`src/rtl/rom_load_ctrl.sv`:
```
// ROM download sequencer: splits the hps_io ioctl byte stream into up to four
// contiguous ROM regions and keeps the game core in reset around each download.
module rom_load_ctrl #(
   parameter int unsigned R0_SIZE  = 65536,
   parameter int unsigned R1_SIZE  = 65536,
   parameter int unsigned R2_SIZE  = 0,
   parameter int unsigned R3_SIZE  = 0,
   parameter int unsigned RST_HOLD = 16
) (
   input  logic        clk_sys,
   input  logic        reset,
   input  logic        ioctl_download,
   input  logic        ioctl_wr,
   input  logic [24:0] ioctl_addr,
   input  logic [7:0]  ioctl_dout,
   output logic [3:0]  rom_we,
   output logic [16:0] rom_addr,
   output logic [7:0]  rom_data,
   output logic        core_reset,
   output logic        load_done,
   output logic        load_err
);

   localparam logic [31:0] B1    = 32'(R0_SIZE);
   localparam logic [31:0] B2    = B1 + 32'(R1_SIZE);
   localparam logic [31:0] B3    = B2 + 32'(R2_SIZE);
   localparam logic [31:0] TOTAL = B3 + 32'(R3_SIZE);
   localparam logic [31:0] BOUND [5] = '{32'd0, B1, B2, B3, TOTAL};

   typedef enum logic [2:0] {EMPTY, LOAD, HOLD, RUN, FAIL} state_t;

   state_t        state_reg, state_next;
   logic [17:0]   byte_cnt_reg;
   logic [15:0]   hold_cnt_reg;
   logic          overflow_reg;
   logic [3:0]    rom_we_reg;
   logic [16:0]   rom_addr_reg;
   logic [7:0]    rom_data_reg;
   logic          core_reset_reg;
   logic          load_done_reg;
   logic          load_err_reg;

   logic [31:0]   addr_ext;
   logic [3:0]    hit;
   logic [16:0]   offs [4];
   logic [16:0]   wr_addr;
   logic          in_range;
   logic          wr_accept;
   logic          entering_load;
   logic          count_ok;

   assign addr_ext = {7'd0, ioctl_addr};

   // A zero-size region has equal lower and upper bounds, so it can never hit.
   genvar gi;
   generate
      for (gi = 0; gi < 4; gi++) begin : g_region
         if (gi == 0) begin : g_first
            assign hit[gi] = (addr_ext < BOUND[gi+1]);
         end else begin : g_rest
            assign hit[gi] = (addr_ext >= BOUND[gi]) && (addr_ext < BOUND[gi+1]);
         end
         assign offs[gi] = ioctl_addr[16:0] - BOUND[gi][16:0];
      end
   endgenerate

   always_comb begin
      wr_addr = '0;
      for (int i = 0; i < 4; i++) begin
         if (hit[i]) begin
            wr_addr = wr_addr | offs[i];
         end
      end
   end

   assign in_range      = |hit;
   assign wr_accept     = (state_reg == LOAD) && ioctl_download && ioctl_wr;
   assign entering_load = (state_next == LOAD) && (state_reg != LOAD);
   assign count_ok      = ({14'd0, byte_cnt_reg} == TOTAL) && !overflow_reg;

   always_comb begin
      state_next = state_reg;
      case (state_reg)
         EMPTY: if (ioctl_download) state_next = LOAD;
         LOAD:  if (!ioctl_download) state_next = count_ok ? HOLD : FAIL;
         HOLD: begin
            if (ioctl_download)           state_next = LOAD;
            else if (hold_cnt_reg <= 16'd1) state_next = RUN;
         end
         RUN:   if (ioctl_download) state_next = LOAD;
         FAIL:  if (ioctl_download) state_next = LOAD;
         default: state_next = EMPTY;
      endcase
   end

   always_ff @(posedge clk_sys) begin
      if (reset) begin
         state_reg      <= EMPTY;
         byte_cnt_reg   <= '0;
         hold_cnt_reg   <= '0;
         overflow_reg   <= 1'b0;
         rom_we_reg     <= '0;
         rom_addr_reg   <= '0;
         rom_data_reg   <= '0;
         core_reset_reg <= 1'b1;
         load_done_reg  <= 1'b0;
         load_err_reg   <= 1'b0;
      end else begin
         state_reg      <= state_next;
         // hit is all-zero for out-of-range addresses, so no strobe leaks out
         rom_we_reg     <= wr_accept ? hit : 4'b0000;
         core_reset_reg <= (state_next != RUN);

         if (wr_accept && in_range) begin
            rom_addr_reg <= wr_addr;
            rom_data_reg <= ioctl_dout;
         end

         if (entering_load) begin
            byte_cnt_reg  <= '0;
            overflow_reg  <= 1'b0;
            load_done_reg <= 1'b0;
            load_err_reg  <= 1'b0;
         end else if (wr_accept) begin
            if (!in_range) begin
               overflow_reg <= 1'b1;
            end else if (byte_cnt_reg != '1) begin
               byte_cnt_reg <= byte_cnt_reg + 18'd1;
            end
         end

         if (state_reg == LOAD && state_next == FAIL) begin
            load_err_reg <= 1'b1;
         end

         if (state_reg == LOAD && state_next == HOLD) begin
            load_done_reg <= 1'b1;
            hold_cnt_reg  <= 16'(RST_HOLD);
         end else if (state_reg == HOLD) begin
            hold_cnt_reg  <= hold_cnt_reg - 16'd1;
         end
      end
   end

   assign rom_we     = rom_we_reg;
   assign rom_addr   = rom_addr_reg;
   assign rom_data   = rom_data_reg;
   assign core_reset = core_reset_reg;
   assign load_done  = load_done_reg;
   assign load_err   = load_err_reg;

endmodule

```
`config.mk`:
```
export PLATFORM = sky130hd
export DESIGN_NAME = rom_load_ctrl
export DESIGN_NICKNAME = d
export VERILOG_FILES = /design/src/rtl/rom_load_ctrl.sv
export SDC_FILE = /design/constraint.sdc
export NUM_CORES = 1
export LEC_CHECK = 0
export ABC_AREA = 1
export CELL_PAD_IN_SITES_DETAIL_PLACEMENT = 1
export CELL_PAD_IN_SITES_GLOBAL_PLACEMENT = 1
export CORE_ASPECT_RATIO = 0.8
export CORE_UTILIZATION = 47
export CTS_BUF_LIST = sky130_fd_sc_hd__clkbuf_4 sky130_fd_sc_hd__clkbuf_8 sky130_fd_sc_hd__clkbuf_16
export CTS_CLUSTER_SIZE = 28
export DETAILED_ROUTE_END_ITERATION = 12
export DONT_BUFFER_PORTS = 1
export PLACE_DENSITY = 0.8
export RECOVER_POWER = 50
export SKIP_LAST_GASP = 1
export SLEW_MARGIN = 25
export SYNTH_ARGS = -nofsm -noshare
export SYNTH_HDL_FRONTEND = slang
export SYNTH_SLANG_ARGS = --single-unit
```
`constraint.sdc`:
```
create_clock -name clk_sys -period 2.8 [get_ports clk_sys]
set_input_delay 0.56 -clock clk_sys [delete_from_list [all_inputs] [get_ports clk_sys]]
set_output_delay 0.56 -clock clk_sys [all_outputs]
set_load 0.02 [all_outputs]
```
==> flow_summary.yaml, run 1 <==
global_routing:
  grt_max_degree: 30
  grt_usage: 0.235
  grt_pass1_vias: 3102
  antenna_found_initial: 0
  grt_pass1_wl_mm: 14.4
  use_met3: 0.0739
  use_met1: 0.307
  grt-ovfl-total: 0
  grt_util_met2: 0.373
  busiest_layer: "met2"
placement:
  place_area_um2: 3400
  dp_cells: 580
  io_buffers: 0
  dp_hpwl_mm: 6.17
  globalplace.congestion: 0.802
cts:
  root_buffer: "clkbuf_8"
  clock_latency_ns: 0.35
  ctsHoldBuffers: 0
  cts_resized: 0
  clkSlewWorstSetupHoldPaths_ns: 0.08
  cts_sinks: 69
  numCtsBuffers: 9
  cts_tree: "done"
  cts_buffer_depth: 2
  post-cts-setup-buffers: 0
  cts_max_level: 3
drt:
  vias: 3076
  drcViolationCount: 0
  drt-pass1-iter-count: 4
  via_per_inst: 5.16
  drt_iter0_markers: 83
  ant_nets: 0
  finalWirelength_mm: 8.37
  wl_per_cell_um: 14.0
outcome:
  status: "complete, no violations"
synth:
  synthCells: 505
  avgSynthCellArea_um2: 6.68
  synth_area_um2: 3370
  yosysSeqAreaShare: 0.409
  synth_cell_types: 30
  ys_ff_latch: 69
  synth_nets: 546
  yosys_warnings: 0
final_layout:
  stdcell_area_um2: 3620
  multi_input_area_um2: 1660
  final_nets: 545
  synthToLayoutAreaGrowth_pct: 7.38
  nFillCells: 945
  seqCellArea_um2: 1380
  antenna_cells: 0
  drive_gt1_frac: 0.0688
  largest_register_ffs: 18
  stdcell_count: 596
power_and_ir_drop:
  power_switching_mw: 0.503
  power_density_nw_per_um2: 565
  pwr-share-clk: 0.454
  swShare: 0.245
  power_frac_seq: 0.492
  p_comb_frac: 0.054
  vdd_drop_max_uv: 259
  cellInternalPower_mw: 1.54
  p_leak_nw: 1.51
die:
  die_x_um: 96.7
  rows: 27
  dieArea_um2: 7520
  fp.dieH_um: 77.8
  core_area_um2: 6930
  initial_core_util: 0.487
  pin_count: 69
sta:
  worstMarginPinSlew_ns: 0.756
  fin_crit_sh: 0.806
  drv_slew: 0
  setup_viol: 0
  fin_worst_skew_ns: 0.00904
  maxSlewHeadroom: 0.495
  fin_hold_ws_ns: 0.273
  finalHoldViolCount: 0
  period_needed_ns: 2.26
  rsz0062_at_grt: "false"
  fin_setup_tns_ns: 0
  max_freq_mhz: 443
min_path:
  hp-class: "primary input to flop"
worst_setup_path:
  end_kind: "flop"
  worstPathArrival_ns: 2.50
  worstSetupPathType: "flop to flop"
  crit_required_ns: 3.04
  startpoint_type: "flop"
  crit_fanout: 29
job:
  cap_violations: 0
cells by family (layout without fill, tap and decap cells):
kind of cell / count (synthesis) / after routing / share of synthesized area
compound gates: 52 / 52 / 0.0809
fa+ha+maj: 4 / 4 / 0.0148
flops: 69 / 69 / 0.409
buf+inv: 77 / 81 / 0.0976
xor+xnor: 14 / 14 / 0.0364
simple gates: 288 / 288 / 0.360
other cells: 1 / 1 / 0.00111
path summary, 6_finish.rpt:
| check | from | endpoint | slack (ns) | cells after the start |
|---|---|---|---|---|
| worst max-delay path | state_reg[2] | rom_addr[6] | 0.54 | 9 |
| worst min-delay path | reset | rom_we[0] | 0.27 | 1 |
| worst min register to register | hold_cnt_reg[15] | hold_cnt_reg[15] | 0.47 | 2 |
| worst max register to register | state_reg[2] | rom_addr[6] | 0.54 | 9 |
per-layer routing:
layer,up-vias,part of all wire
met3,10,0.061
met1,1430,0.49
li1,1562,-
met4,0,0.013
met5,-,0
met2,74,0.44
per-stage QoR:
stage          utilization  worst slack [ns]  total power [mW]
2_1_floorplan            -              1.18              1.12
3_3_place_gp         0.492             0.883              1.14
3_5_place_dp         0.492             0.822              1.14
4_1_cts              0.524             0.802              2.07
5_1_grt              0.523             0.311              2.13
6_report             0.523             0.544              2.05
synthesized netlist by cell type:
| cell | count | area (um^2) |
|---|---|---|
| nand3_2 | 1 | 10.0 |
| o31a_1 | 1 | 8.76 |
| xnor2_1 | 2 | 17.5 |
| nand2_4 | 1 | 11.3 |
| nor2_1 | 122 | 458 |
| xor2_1 | 12 | 105 |
| nand2_1 | 112 | 420 |
| nor2_4 | 1 | 11.3 |
| inv_1 | 57 | 214 |
| a31oi_1 | 1 | 6.26 |
| nor2_2 | 7 | 43.8 |
| dfxtp_1 | 69 | 1380 |
| conb_1 | 1 | 3.75 |
| o21ai_0 | 30 | 150 |
| o21ai_1 | 3 | 15.0 |
| nand2_2 | 4 | 25.0 |
| inv_2 | 6 | 22.5 |
| o21bai_1 | 2 | 15.0 |
| buf_8 | 2 | 30.0 |
| buf_2 | 5 | 25.0 |
| a21oi_1 | 14 | 70.1 |
| nor3_1 | 6 | 30.0 |
| nand3b_4 | 1 | 20.0 |
| or2_2 | 1 | 6.26 |
| nand4_1 | 14 | 87.6 |
| clkbuf_1 | 4 | 15.0 |
| ha_1 | 4 | 50.1 |
| a211oi_1 | 1 | 7.51 |
| nand3_1 | 18 | 90.1 |
| buf_4 | 3 | 22.5 |
power groups by stage:
stage | logic (mW) | clock network [mW] | registers [mW]
after global routing | 0.128 | 0.993 | 1.01
after detailed placement | 0.112 | 0 | 1.03
final | 0.110 | 0.930 | 1.01
after floorplan | 0.0903 | 0 | 1.03
after CTS | 0.113 | 0.950 | 1.01
after global placement | 0.107 | 0 | 1.03
area by class of cell:
type	count	area share
multi-input combinational	359	0.457
sequential	69	0.381
inverter	63	0.0653
clock buffer	10	0.0363
tap	87	0.0301
clock inverter	6	0.0259
timing repair buffer	2	0.00415
placed cells by master (no fill, tap or decap), drive strengths merged:
cell,instances
a211oi,1
a21oi,14
a31oi,1
buf,2
bufinv,2
clkbuf,10
clkinv,1
clkinvlp,1
conb,1
dfxtp,69
ha,4
inv,65
nand2,117
nand3,19
nand3b,1
nand4,14
nor2,130
nor3,6
o21ai,33
o21bai,2
o31a,1
or2,1
xnor2,2
xor2,12
critical path: stages, from the launching register on:
cell     delay [ns]
dfxtp_1        0.36
inv_1          0.14
nand3_1        0.15
inv_1          0.13
nand2_1        0.07
nor2_1         0.24
buf_4          0.33
inv_1          0.39
nor2_1         0.24
nor2_1         0.07
Power figures use the tool's default switching activity.
==> run 2, diff against run 1 <==
--- a/config.mk
+++ b/config.mk
@@ -9,12 +9,12 @@
 export CELL_PAD_IN_SITES_DETAIL_PLACEMENT = 1
 export CELL_PAD_IN_SITES_GLOBAL_PLACEMENT = 1
 export CORE_ASPECT_RATIO = 0.8
-export CORE_UTILIZATION = 47
+export CORE_UTILIZATION = 40
 export CTS_BUF_LIST = sky130_fd_sc_hd__clkbuf_4 sky130_fd_sc_hd__clkbuf_8 sky130_fd_sc_hd__clkbuf_16
 export CTS_CLUSTER_SIZE = 28
 export DETAILED_ROUTE_END_ITERATION = 12
 export DONT_BUFFER_PORTS = 1
-export PLACE_DENSITY = 0.8
+export PLACE_DENSITY = 0.72
 export RECOVER_POWER = 50
 export SKIP_LAST_GASP = 1
 export SLEW_MARGIN = 25
==> constraint.sdc (replaced) <==
create_clock -name clk_sys -period 2 [get_ports clk_sys]
set_input_delay 0.4 -clock clk_sys [delete_from_list [all_inputs] [get_ports clk_sys]]
set_output_delay 0.4 -clock clk_sys [all_outputs]
set_load 0.02 [all_outputs]
==> run 2 against run 1 <==
  * Worst setup slack lost 0.32 ns
  * Routed wire length about the same
  * Highest routed layer unchanged
  * Die area up 17%
  * Combinational power grew 45%
  * Worst hold slack got worse by 0.16 ns
  * Final cell count up 4.0%
==> flow_summary.yaml, run 2 (synthesized netlist as in run 1, its figures left out) <==
final_layout:
  final_nets: 548
  synthToLayoutAreaGrowth_pct: 9.12
  antenna_cells: 0
  final_util: 0.457
  drive_gt1_frac: 0.0859
  final_common_cell: "nor2_1"
  layout_common_cells: "nor2_1 (123), nand2_1 (112), dfxtp_1 (67)"
  largest_register_ffs: 18
  stdcell_count: 620
die:
  fp.dieH_um: 84.1
  rows: 29
  die_x_um: 105
  core_area_um2: 8060
  dieArea_um2: 8810
  pin_count: 69
  initial_core_util: 0.419
sta:
  fin_worst_skew_ns: 0.0104
  fin_crit_sh: 0.890
  finalHoldViolCount: 0
  rsz0062_at_grt: "false"
  max_freq_mhz: 562
  setup_viol: 0
  drv_slew: 0
  period_needed_ns: 1.78
  fin_setup_tns_ns: 0
min_path:
  min_to: "rom_we[0]"
  holdCritStartpoint: "ioctl_addr[16]"
  min_path_cells: 1
  hp-class: "primary input to flop"
worst_setup_path:
  slowest_delay_ns: 0.37
  worstPathArrival_ns: 2.03
  cp_top_family: "simple AND/OR/NAND/NOR gates"
  crit_required_ns: 2.25
  worstSetupPathType: "flop to flop"
  r2r-start: "state_reg[1]"
  crit_fanout: 26
  path_cells: "inv_2, nand3_2, inv_2, nand2_1, nor2_1, buf_4, inv_2, nor2_1, nor2_1"
  reg2reg_depth: 9
  r2r_slack_ns: 0.22
  startpoint_type: "flop"
  end_kind: "flop"
  regToRegEndpoint: "rom_addr[8]"
  crit_path_top_delay_cell: "dfxtp_1"
  crit_buf_inv: 4
power_and_ir_drop:
  vdd_drop_max_uv: 441
  power_density_nw_per_um2: 784
  finalPower_mw: 2.88
  p_leak_nw: 1.53
global_routing:
  antenna_found_initial: 0
  grt_usage: 0.205
  grt-ovfl-total: 0
  grt_pass1_wl_mm: 14.3
  grt_pass1_vias: 3100
  grt_max_degree: 27
drt:
  finalWirelength_mm: 8.37
  drt-pass1-iter-count: 4
  wl_per_cell_um: 13.5
  drcViolationCount: 0
  via_per_inst: 4.89
  drt_iter0_markers: 71
  ant_nets: 0
  vias: 3033
cts:
  cts_sinks: 69
  clock_latency_ns: 0.35
  root_buffer: "clkbuf_8"
  clkSlewWorstSetupHoldPaths_ns: 0.08
  ctsHoldBuffers: 0
  cts_buffer_depth: 2
  cts_max_level: 3
  numCtsBuffers: 9
  cts_tree: "done"
placement:
  dp_cells: 604
  globalplace.congestion: 0.779
  dp_hpwl_mm: 6.24
  io_buffers: 0
outcome:
  status: "complete, no violations"
job:
  cap_violations: 0
run 2: cell count changes in the layout (fill, tap and decap cells not counted), sizes merged:
cell / previous run / this run
buf: 2 / 4
clkbuf: 10 / 11
run 2: worst max-delay path by stage:
| stage | from | to | slack [ns] | cells past startpoint |
|---|---|---|---|---|
| 2_1_floorplan | byte_cnt_reg[0] | byte_cnt_reg[15] | 0.38 | 13 |
| 3_3_place_gp | hold_cnt_reg[0] | byte_cnt_reg[17] | 0.15 | 11 |
| 3_5_place_dp | byte_cnt_reg[0] | byte_cnt_reg[8] | 0.11 | 12 |
| 4_1_cts | byte_cnt_reg[0] | byte_cnt_reg[8] | 0.1 | 12 |
| 5_1_grt | hold_cnt_reg[0] | hold_cnt_reg[12] | 0.01 | 10 |
| 6_report | state_reg[1] | rom_addr[8] | 0.22 | 9 |
run 2: metal layers:
metal  part of all wire  GRT usage
met1               0.50      0.265
met2               0.43      0.320
met3              0.051     0.0637
met4              0.014     0.0807
met5                  0          0
run 2: cell type report:
cell class / count / area, um^2
clock buffers: 10 / 131
clock inverters: 6 / 93.8
fillers: 1083 / 4370
inverters: 63 / 236
multi-input cells: 359 / 1670
flip-flops and latches: 69 / 1380
well taps: 108 / 135
repair buffers: 5 / 35.0
run 2: report_power, final:
group | internal [mW] | switching (mW) | total, mW
clock network | 0.727 | 0.588 | 1.31
registers | 1.39 | 0.0205 | 1.41
logic | 0.0475 | 0.111 | 0.159
run 2: worst register-to-register path, stage by stage, from the launching register on:
cell     delay [ns]
dfxtp_1        0.37
inv_2          0.11
nand3_2        0.10
inv_2          0.08
nand2_1        0.05
nor2_1         0.27
buf_4          0.25
inv_2          0.20
nor2_1         0.18
nor2_1         0.06
run 2: what timing repair did:
action / in CTS / in global routing
resized for setup: 0 / 3
setup buffers: 0 / 0
endpoints found under the setup margin: 0 / 19
run 2: metrics by stage:
stage	cell area [um^2]	hold WS, ns	setup WS [ns]
3_3_place_gp	3470	0.454	0.149
3_5_place_dp	3470	0.467	0.108
2_1_floorplan	3370	0.439	0.380
5_1_grt	3680	0.0737	0.0106
6_report	3680	0.110	0.220
4_1_cts	3690	0.0811	0.100
